File: config.mk
export PLATFORM = sky130hd
export DESIGN_NAME = xcr_cdma_engine
export DESIGN_NICKNAME = d
export VERILOG_FILES = /design/src/rtl/xcr_cdma_engine.sv
export SDC_FILE = /design/constraint.sdc
export NUM_CORES = 1
export LEC_CHECK = 0
export ABC_AREA = 1
export BUFFER_PORTS_ARGS = -buffer_cell sky130_fd_sc_hd__buf_2
export CORE_ASPECT_RATIO = 0.9
export CORE_MARGIN = 2
export CORE_UTILIZATION = 60
export CTS_CLUSTER_DIAMETER = 50
export DETAILED_ROUTE_END_ITERATION = 12
export GPL_TIMING_DRIVEN = 0
export MAX_ROUTING_LAYER = met4
export PLACE_DENSITY = 0.94
export SYNTH_ARGS = -nofsm -noshare
export SYNTH_HDL_FRONTEND = slang
export SYNTH_SLANG_ARGS = --single-unit
File: constraint.sdc
create_clock -name clk -period 3.5 [get_ports clk]
set_clock_uncertainty 0.05 [all_clocks]
set_input_delay 0.7 -clock clk [delete_from_list [all_inputs] [get_ports clk]]
set_output_delay 0.7 -clock clk [all_outputs]
set_load 0.01 [all_outputs]
File: src/rtl/xcr_cdma_engine.sv
// Single-channel memory-to-memory copy engine: one byte per read/write pair
// over a simple req/ack bus, driven by a four-state FSM.
module xcr_cdma_engine #(
  parameter int unsigned ADDR_WID = 24
) (
  input  logic                clk,
  input  logic                rst,
  input  logic                cDmaReq,
  input  logic [ADDR_WID-1:0] SrcAddr,
  input  logic [ADDR_WID-1:0] DstAddr,
  input  logic [7:0]          BurstLen,
  output logic                cDmaDone,
  output logic                cDmaBusy,
  output logic                m_req,
  output logic                m_we,
  output logic [ADDR_WID-1:0] m_adr,
  output logic [7:0]          m_dout,
  input  logic [7:0]          m_din,
  input  logic                m_ack
);

  typedef enum logic [1:0] {StIdle, StRd, StWr, StDone} state_e;

  localparam logic [ADDR_WID-1:0] AddrOne = {{(ADDR_WID-1){1'b0}}, 1'b1};

  state_e              state_q, state_d;
  logic [ADDR_WID-1:0] src_ptr_q, src_ptr_d;
  logic [ADDR_WID-1:0] dst_ptr_q, dst_ptr_d;
  logic [7:0]          cnt_q, cnt_d;
  logic [7:0]          buf_q, buf_d;

  always_ff @(posedge clk or posedge rst) begin
    if (rst) begin
      state_q   <= StIdle;
      src_ptr_q <= '0;
      dst_ptr_q <= '0;
      cnt_q     <= '0;
      buf_q     <= '0;
    end else begin
      state_q   <= state_d;
      src_ptr_q <= src_ptr_d;
      dst_ptr_q <= dst_ptr_d;
      cnt_q     <= cnt_d;
      buf_q     <= buf_d;
    end
  end

  always_comb begin
    state_d   = state_q;
    src_ptr_d = src_ptr_q;
    dst_ptr_d = dst_ptr_q;
    cnt_d     = cnt_q;
    buf_d     = buf_q;
    m_req     = 1'b0;
    m_we      = 1'b0;
    m_adr     = '0;
    cDmaDone  = 1'b0;
    unique case (state_q)
      StIdle: begin
        if (cDmaReq) begin
          src_ptr_d = SrcAddr;
          dst_ptr_d = DstAddr;
          cnt_d     = BurstLen;
          state_d   = (BurstLen != 8'd0) ? StRd : StDone;
        end
      end
      StRd: begin
        m_req = 1'b1;
        m_adr = src_ptr_q;
        if (m_ack) begin
          buf_d   = m_din;
          state_d = StWr;
        end
      end
      StWr: begin
        m_req = 1'b1;
        m_we  = 1'b1;
        m_adr = dst_ptr_q;
        if (m_ack) begin
          // Pointers wrap naturally at ADDR_WID bits.
          src_ptr_d = src_ptr_q + AddrOne;
          dst_ptr_d = dst_ptr_q + AddrOne;
          cnt_d     = cnt_q - 8'd1;
          state_d   = (cnt_q == 8'd1) ? StDone : StRd;
        end
      end
      StDone: begin
        cDmaDone = 1'b1;
        state_d  = StIdle;
      end
      default: state_d = StIdle;
    endcase
  end

  assign cDmaBusy = (state_q != StIdle);
  assign m_dout   = buf_q;

endmodule

==> flow_summary_export.csv, run 1 <==
group,metric,value,unit
status,status,"finished, final reports clean",
synthesis,yosys.cell_types.count,36,
floorplan,die_y,90.6,µm
sta,max_clock_freq,306,MHz
sta,rsz0062_at_grt,"no",
sta,post-route-period-util,93.4,%
synthesis,yosys-top-cells-count,"nand2_1, nor2_1, inv_1, nand3_1, dfrtp_1",
sta,slew_headroom,43.3,%
floorplan,die_w,100,µm
global_routing,antenna_found_initial,0,
clock_tree,cts.htree.levels,3,
critical_path,crit_type,"flop to output port",
synthesis,synth_warnings,0,
clock_tree,hold_buffers,0,
finish,syn_to_final_growth,17.2,%
hold_path,min_path_type,"flop to flop",
sta,setup_tns,0,ps
drt,detail_route.wl_per_cell,16.7,µm
global_routing,grt_max_degree,67,
placement,io_buffers,103,
clock_tree,clock_insertion_delay_worst_skew,360,ps
critical_path,cp_slowest_cell,"dfrtp_1",
drt,vias,5860,
power,ir_worst_vdd,0.528,mV
clock_tree,cts_tree,"done",
clock_tree,clock-sinks,66,
placement,dpl.hpwl,12.1,mm
critical_path,cp_cell_sequence,"inv_1 > ha_1 > buf_2 > buf_2 > buf_4 > nand2_1 > a21oi_1 > buf_2",
sta,drv_slew,0,
finish,fin_nets,970,
global_routing,grt_usage,38.4,%
synthesis,synth.area.top_cells,"dfrtp_1, nand2_1, nand3_1",
clock_tree,cts.path.max_buffers,2,
drt,drt_iter0_drc,680,
synthesis,synth_area,5000,µm²
clock_tree,clk_transition_reported_paths,80,ps
power,leakage,3.06,nW
synthesis,synth_top_cell_area_share,33.0,%
global_routing,overflow,0,
critical_path,setup.worst_path.end_class,"output port",
critical_path,crit_path_max_fanout,10,
synthesis,synth-seq-cells,66,
synthesis,ys_seq_area_share,33.0,%
clock_tree,postCtsSetupBuffers,0,
placement,place_congestion,0.993,
floorplan,die_area,9080,µm²
synthesis,synth_edf_count,0,
finish,diodes,0,
synthesis,synth_top_area_cell,"dfrtp_1",
drt,ant_nets,0,
drt,drt-total-wl,16.7,mm
synthesis,syn_area_per_cell,6.42,µm²
job,cap_viol_max_count,0,
synthesis,synth_flop_cell,"dfrtp_1",
drt,drcViolationCount,0,
drt,viasPerCell,5.88,
global_routing,grt_pass1_vias,5453,
clock_tree,numCtsBuffers,9,
sta,whs,453,ps
floorplan,fp-row-count,31,
critical_path,worst_path_largest_cell_delay,410,ps
synthesis,synth_fp_nets,856,
synthesis,synth_cells,779,
critical_path,critPathLaunchType,"flop",
sta,hold_viol_final,0,
critical_path,path_common_cell,"buf_2",
sta,tightest_slew,851,ps
power,powerDensity,988,nW/µm²
critical_path,cp.arrival,2520,ps
global_routing,grt_pass1_wl,26.5,mm
synthesis,yosys.cell_count.top_type,"nand2_1",
critical_path,worst-endpoint-required,2750,ps
drt,dr.pass1.iters,9,
finish,drive_gt1_share,20.7,%
floorplan,start_util,62.0,%
sta,fin_crit,3270,ps
clock_tree,root_buffer,"clkbuf_8",
sta,setup_viol,0,
floorplan,ios,104,
clock_tree,cts_resized,0,
synthesis,synth-async-reset-ratio,100,%
floorplan,core,8070,µm²
## where the power goes
part           switching, mW  internal, mW
clock                  0.318         0.419
combinational           2.32          1.12
sequential             0.453          1.16
total                   3.09          2.70
## registers in the layout (all words and copies together), names as in the netlist
name,count
dst_ptr_q,24
src_ptr_q,24
cnt_q,8
m_dout,8
state_q,2
## per-layer routing
| metal | GRT usage (%) | wire length [µm] |
|---|---|---|
| met5 | - | 0 |
| met2 | 57.6 | 7410 |
| met1 | 48.5 | 6030 |
| met4 | 18.6 | 856 |
| met3 | 9.67 | 2370 |
## cells in the final DEF (no fill, tap or decap), drive strengths merged, types with 8 or more instances in the layout
cell	n
a21oi	44
buf	133
clkbuf	18
dfrtp	66
ha	9
inv	74
mux2	8
nand2	279
nand3	72
nand4	13
nor2	99
o21ai	38
## cells by family after synthesis
family                   count (synthesis)  share of synthesized area, %
multiplexers                             9                          2.00
buffers and inverters                  111                          9.36
flip-flops                              66                          33.0
XOR/XNOR                                 2                         0.350
adder cells (fa/ha/maj)                  9                          2.25
AND/OR/NAND/NOR                        476                          41.1
AO/OA/AOI/OAI                          106                          11.9
## through the flow
step | power [mW] | cells | util [%] | worst slack, ps | area (µm²)
floorplan | 3.79 | 779 | - | 1100 | 5000
global placement | 4.81 | 981 | 69.9 | 195 | 5640
detailed placement | 4.90 | 981 | 69.9 | 748 | 5640
CTS | 5.65 | 997 | 72.6 | 323 | 5860
global route | 6.20 | 997 | 72.6 | 146 | 5860
finish | 5.79 | 997 | 72.6 | 229 | 5860
## area by class of cell
cell class / instances / area, µm²
flip-flops and latches: 66 / 1650
repair buffers: 103 / 515
clock inverters: 5 / 77.6
multi-input cells: 602 / 2880
clock buffers: 11 / 141
well taps: 99 / 124
fillers: 668 / 2210
plain buffers: 37 / 190
inverters: 74 / 280
## critical path: cells and delay by family (launching register included)
kind,cells,cell delay (ps)
flip-flops,1,410
adder cells (fa/ha/maj),1,310
AO/OA/AOI/OAI,1,220
AND/OR/NAND/NOR,1,80
buffers and inverters,5,1150
## worst paths after layout
path | start | endpoint | slack, ps | cells past startpoint
min in group asynchronous | rst | dst_ptr_q[8]$_DFFE_PP0P_ | 460 | 2
hold reg to reg | cnt_q[2]$_DFFE_PP0P_ | cnt_q[2]$_DFFE_PP0P_ | 450 | 2
setup reg to reg | state_q[0]$_DFFE_PP0P_ | src_ptr_q[13]$_DFFE_PP0P_ | 1380 | 8
hold / removal | cnt_q[2]$_DFFE_PP0P_ | cnt_q[2]$_DFFE_PP0P_ | 450 | 2
setup / recovery | state_q[0]$_DFFE_PP0P_ | m_adr[5] | 230 | 8
max in group asynchronous | rst | dst_ptr_q[14]$_DFFE_PP0P_ | 2370 | 2
Note: power is estimated with default switching activity, not from simulation.
==> run 2, diff against run 1 <==
- CORE_UTILIZATION: 60 -> 35
- PLACE_DENSITY: 0.94 -> 0.63
==> flow_summary_export.csv, run 2 (synthesis gave the netlist of run 1 again) <==
group,metric,value,unit
finish,syn_to_final_growth,21.7,%
sta,tightest_slew,733,ps
finish,diodes,0,
critical_path,rrSetupSlack,1390,ps
floorplan,die_y,117,µm
placement,place_congestion,0.967,
finish,fin_nets,971,
job,cap_viol_max_count,0,
sta,post-route-period-util,92.4,%
critical_path,crit_path_max_fanout,10,
global_routing,grt_usage,25.0,%
finish,top_regs,"dst_ptr_q: 24 flops, src_ptr_q: 24 flops",
sta,setup_viol,0,
sta,slew_headroom,51.2,%
clock_tree,root_buffer,"clkbuf_16",
placement,io_buffers,103,
placement,place_ws,657,ps
critical_path,worst-endpoint-required,2750,ps
drt,dr.pass1.iters,7,
hold_path,min_path_type,"primary input to async pin",
power,powerDensity,980,nW/µm²
placement,numPlacedInstances,1076,
floorplan,core,14000,µm²
global_routing,antenna_found_initial,0,
critical_path,rr_worst_depth,8,
finish,instances_no_fill,1092,
drt,drt_iter0_drc,617,
sta,fin_crit,3230,ps
power,leakage,3.11,nW
critical_path,setup.worst_path.end_class,"output port",
critical_path,timing.rr.end,"src_ptr_q[13]$_DFFE_PP0P_",
clock_tree,hold_buffers,0,
clock_tree,numCtsBuffers,9,
finish,fin_util,43.4,%
floorplan,fp-row-count,41,
clock_tree,postCtsSetupBuffers,0,
global_routing,grt_pass1_wl,28.4,mm
power,ir_worst_vdd,0.391,mV
critical_path,r2r_start,"state_q[0]$_DFFE_PP0P_",
floorplan,ios,104,
drt,ant_nets,0,
finish,final_cell_mix,"nand2_1, buf_2, nor2_1, nand3_1, inv_1",
floorplan,die_area,15300,µm²
status,status,"finished, final reports clean",
critical_path,cp.arrival,2480,ps
drt,vias,5479,
clock_tree,cts_resized,0,
clock_tree,cts.htree.levels,3,
sta,setup_slack,266,ps
clock_tree,clk_transition_reported_paths,60,ps
drt,detail_route.wl_per_cell,16.3,µm
critical_path,crit_type,"flop to output port",
global_routing,grt_max_degree,57,
sta,whs,207,ps
sta,hold_viol_final,0,
clock_tree,cts.path.max_buffers,2,
sta,rsz0062_at_grt,"no",
finish,drive_gt1_share,20.8,%
global_routing,overflow,0,
drt,drt-total-wl,17.8,mm
clock_tree,cts_tree,"done",
finish,layout_commonest_cell,"nand2_1",
clock_tree,clock-sinks,66,
sta,max_clock_freq,309,MHz
clock_tree,clock_insertion_delay_worst_skew,350,ps
critical_path,critPathLaunchType,"flop",
global_routing,grt_pass1_vias,5175,
drt,viasPerCell,5.02,
floorplan,die_w,130,µm
floorplan,start_util,35.7,%
drt,drcViolationCount,0,
placement,dpl.hpwl,13.3,mm
sta,drv_slew,0,
-- run 2: cell count changes in the layout (fill, tap and decap cells not counted) --
cell	before	now
clkinvlp_4	1	0
buf_16	0	1
bufinv_16	2	1
clkinv_4	0	1
clkbuf_16	0	9
clkinv_2	2	3
clkbuf_8	10	1
-- run 2: metal layers --
metal	GRT usage [%]	vias up	routed length (µm)
li1	-	2726	-
met1	34.4	2492	8110
met2	36.7	231	7790
met3	5.11	30	1400
met4	8.06	0	465
met5	-	-	0
-- run 2: power breakdown --
group          internal, mW  switching [mW]
Combinational          1.12            2.30
Sequential             1.16           0.437
Clock                 0.569           0.374
Total                  2.85            3.11
-- run 2: critical path: stages (launching register included) --
cell     delay, ps
dfrtp_1        400
inv_1          120
ha_1           320
buf_2          280
buf_2          310
buf_4          250
nand2_1         70
a21oi_1        210
buf_2          180
-- run 2: worst max path at each step --
stage                                start  slack [ps]  cells after the start                   endpoint
finish              state_q[0]$_DFFE_PP0P_         270                      8                   m_adr[5]
floorplan                              rst        1100                      1       cnt_q[0]$_DFFE_PP0P_
detailed placement  state_q[0]$_DFFE_PP0P_         660                      8                   m_adr[5]
global route        state_q[0]$_DFFE_PP0P_         120                      8                   m_adr[2]
global placement                       rst         -20                      2  src_ptr_q[18]$_DFFE_PP0P_
CTS                 state_q[0]$_DFFE_PP0P_         290                      8                   m_adr[5]
-- run 2: cell type report --
type                       instances  area, µm²
buffer                            37        190
clock buffer                      11        243
clock inverter                     5       53.8
fill                            1470       7920
inverter                          74        280
multi-input combinational        602       2880
sequential                        66       1650
tap                              193        241
timing repair buffer             104        543
-- run 2: metrics by stage --
stage | instance area, µm² | setup TNS (ps) | power, mW
after floorplan | 5000 | 0 | 3.79
after global placement | 5760 | -713 | 4.95
after detailed placement | 5790 | 0 | 4.98
after CTS | 6080 | 0 | 5.93
after global routing | 6080 | 0 | 6.45
final | 6080 | 0 | 5.96
==> run 3, diff against run 2 <==
- ABC_AREA: 1 -> unset
- CAP_MARGIN: unset -> 20
- PLACE_DENSITY: 0.63 -> unset
- PLACE_DENSITY_LB_ADDON: unset -> 0.3
==> flow_summary_export.csv, run 3 <==
group,metric,value,unit
drt,viasPerCell,6.17,
floorplan,core,13200,µm²
synthesis,synth_flop_cell,"dfrtp_1",
hold_path,min_path_type,"flop to flop",
finish,top_regs,"dst_ptr_q: 24 flops, src_ptr_q: 24 flops",
status,status,"finished, final reports clean",
clock_tree,cts.path.max_buffers,2,
synthesis,yosys.cell_count.top_type,"dfrtp_1",
critical_path,r2r_start,"state_q[0]$_DFFE_PP0P_",
power,p_seq_share,27.8,%
critical_path,timing.rr.end,"src_ptr_q[4]$_DFFE_PP0P_",
clock_tree,numCtsBuffers,9,
power,clkPwrFrac,16.0,%
synthesis,syn_area_per_cell,8.60,µm²
job,cap_viol_max_count,0,
global_routing,grtUsageMet2,40.6,%
floorplan,die_area,14300,µm²
synthesis,synth-async-reset-ratio,100,%
synthesis,ys_seq_area_share,35.3,%
sta,setup_viol,0,
clock_tree,clock_insertion_delay_worst_skew,340,ps
drt,dr.pass1.iters,5,
sta,hold_viol_final,0,
finish,syn_to_final_growth,21.8,%
drt,ant_nets,0,
global_routing,antenna_found_initial,0,
clock_tree,hold_buffers,0,
hold_path,hp-start,"m_dout[6]$_DFFE_PP0P_",
sta,drv_slew,0,
drt,drt_iter0_drc,645,
power,intPower,2.95,mW
power,leakage,2.41,nW
floorplan,die_y,114,µm
synthesis,synth_top_cell_area_share,35.3,%
power,powerDensity,1020,nW/µm²
critical_path,cp.arrival,2570,ps
sta,post-route-period-util,94.9,%
clock_tree,root_buffer,"clkbuf_16",
power,post-layout-total-power,5.81,mW
sta,max_clock_freq,301,MHz
placement,io_buffers,103,
placement,dpl.hpwl,13.0,mm
critical_path,cp_slowest_cell,"buf_1",
critical_path,worst-endpoint-required,2750,ps
sta,fin_crit,3320,ps
sta,slew_headroom,39.4,%
synthesis,yosys.cell_types.count,61,
sta,setup_tns,0,ps
global_routing,top_usage_layer,"met2",
global_routing,use_met1,34.5,%
critical_path,crit_path_max_fanout,10,
critical_path,crit_type,"flop to output port",
power,pwr-share-comb,56.2,%
synthesis,synth-seq-cells,66,
synthesis,synth_area,4680,µm²
floorplan,ios,104,
placement,place_ws,282,ps
critical_path,rrSetupSlack,910,ps
synthesis,synth_warnings,0,
finish,layout_commonest_cell,"buf_2",
power,net-switching-power,2.86,mW
synthesis,synth_top_area_cell,"dfrtp_1",
clock_tree,cts.htree.levels,3,
finish,fin_nets,734,
floorplan,die_w,126,µm
drt,detail_route.wl_per_cell,21.9,µm
global_routing,grt_max_degree,67,
synthesis,synth_edf_count,0,
synthesis,synth_fp_nets,621,
floorplan,fp-row-count,40,
synthesis,yosys-top-cells-count,"dfrtp_1, a21oi_1, nand2_1, nand3_1, o21ai_0",
clock_tree,clk_transition_reported_paths,60,ps
finish,final_cell_mix,"buf_2, dfrtp_1, a21oi_1, nand2_1, nand3_1",
finish,drive_gt1_share,26.2,%
drt,vias,5111,
power,ir_worst_vdd,0.364,mV
placement,placed_area,5410,µm²
finish,fin_area,5700,µm²
sta,rsz0062_at_grt,"no",
synthesis,synth.area.top_cells,"dfrtp_1, a21oi_1, a22oi_1",
finish,fill_cells,1378,
drt,drcViolationCount,0,
clock_tree,clock-sinks,66,
power,p_sw_share,49.2,%
critical_path,critPathLaunchType,"flop",
clock_tree,postCtsSetupBuffers,0,
global_routing,grt_usage,26.1,%
placement,place_congestion,0.939,
hold_path,min_path_cells,1,
critical_path,rr_worst_depth,7,
synthesis,synth_cells,544,
critical_path,worst_path_largest_cell_delay,490,ps
global_routing,grt_pass1_wl,28.1,mm
global_routing,grt_pass1_vias,4867,
hold_path,hold_end,"m_dout[6]$_DFFE_PP0P_",
floorplan,start_util,35.4,%
global_routing,overflow,0,
sta,tightest_slew,909,ps
sta,setup_slack,180,ps
clock_tree,cts_tree,"done",
critical_path,cp_cell_sequence,"inv_1 > ha_1 > clkbuf_1 > buf_1 > nand2_1 > a21boi_0 > buf_2",
critical_path,setup.worst_path.end_class,"output port",
global_routing,met3_usage,5.16,%
drt,drt-total-wl,18.1,mm
finish,diodes,0,
==> run 3: power groups by stage <==
| stage | clock, mW | sequential [mW] | combinational, mW |
|---|---|---|---|
| after global placement | 0 | 1.59 | 3.14 |
| after floorplan | 0 | 1.48 | 2.16 |
| after detailed placement | 0 | 1.60 | 3.19 |
| after CTS | 0.936 | 1.59 | 3.21 |
| final | 0.928 | 1.62 | 3.26 |
| after global routing | 0.970 | 1.67 | 3.53 |
==> run 3: repair_timing <==
| item | in CTS | in global routing |
|---|---|---|
| gates resized for setup | 1 | 4 |
| endpoints found under the setup margin | 1 | 4 |
| pin swaps | 0 | 0 |
==> run 3: final cells by class <==
type,count,area [µm²],area share (%)
multi-input combinational,413,2730,47.9
tap,168,210,3.69
sequential,66,1650,29.0
timing repair buffer,103,515,9.04
clock buffer,11,253,4.43
buffer,46,228,3.99
inverter,18,70.1,1.23
clock inverter,3,40.0,0.702
==> run 3: worst max-delay path by stage <==
stage,startpoint,to,slack [ps],cells past startpoint
after floorplan,state_q[0]$_DFFE_PP0P_,m_adr[22],980,7
after global placement,rst,cnt_q[3]$_DFFE_PP0P_,10,2
after detailed placement,state_q[0]$_DFFE_PP0P_,m_adr[22],280,8
after CTS,state_q[0]$_DFFE_PP0P_,m_adr[0],20,8
after global routing,state_q[0]$_DFFE_PP0P_,m_adr[1],50,8
final,state_q[1]$_DFFE_PP0P_,m_adr[22],180,7
==> run 3: worst max-delay path, delay by kind of cell, from the launching register on <==
| kind | cells | cell delay, ps |
|---|---|---|
| adders and majority gates | 1 | 180 |
| AOI/OAI and AO/OA | 1 | 320 |
| buffers and inverters | 4 | 1230 |
| DFF | 1 | 410 |
| and+or+nand+nor | 1 | 100 |
==> run 3: cell families after synthesis <==
group / count (synthesis) / synth area share (%)
buffers and inverters: 65 / 6.31
flip-flops: 66 / 35.3
AO/OA/AOI/OAI: 181 / 25.5
adder cells (fa/ha/maj): 9 / 2.41
AND/OR/NAND/NOR: 202 / 25.5
multiplexers: 21 / 5.03
==> run 3: metrics by stage <==
step	cells	hold WS [ps]	utilization (%)
after floorplan	544	423	-
after detailed placement	815	442	40.9
after global placement	815	433	40.9
final	828	452	43.1
after CTS	829	455	43.2
after global routing	828	464	43.1
==> run 3: per-layer routing <==
layer,wire length [µm],up-vias
met4,458,0
met3,1330,38
met2,8550,248
li1,-,2318
met5,0,-
met1,7810,2507
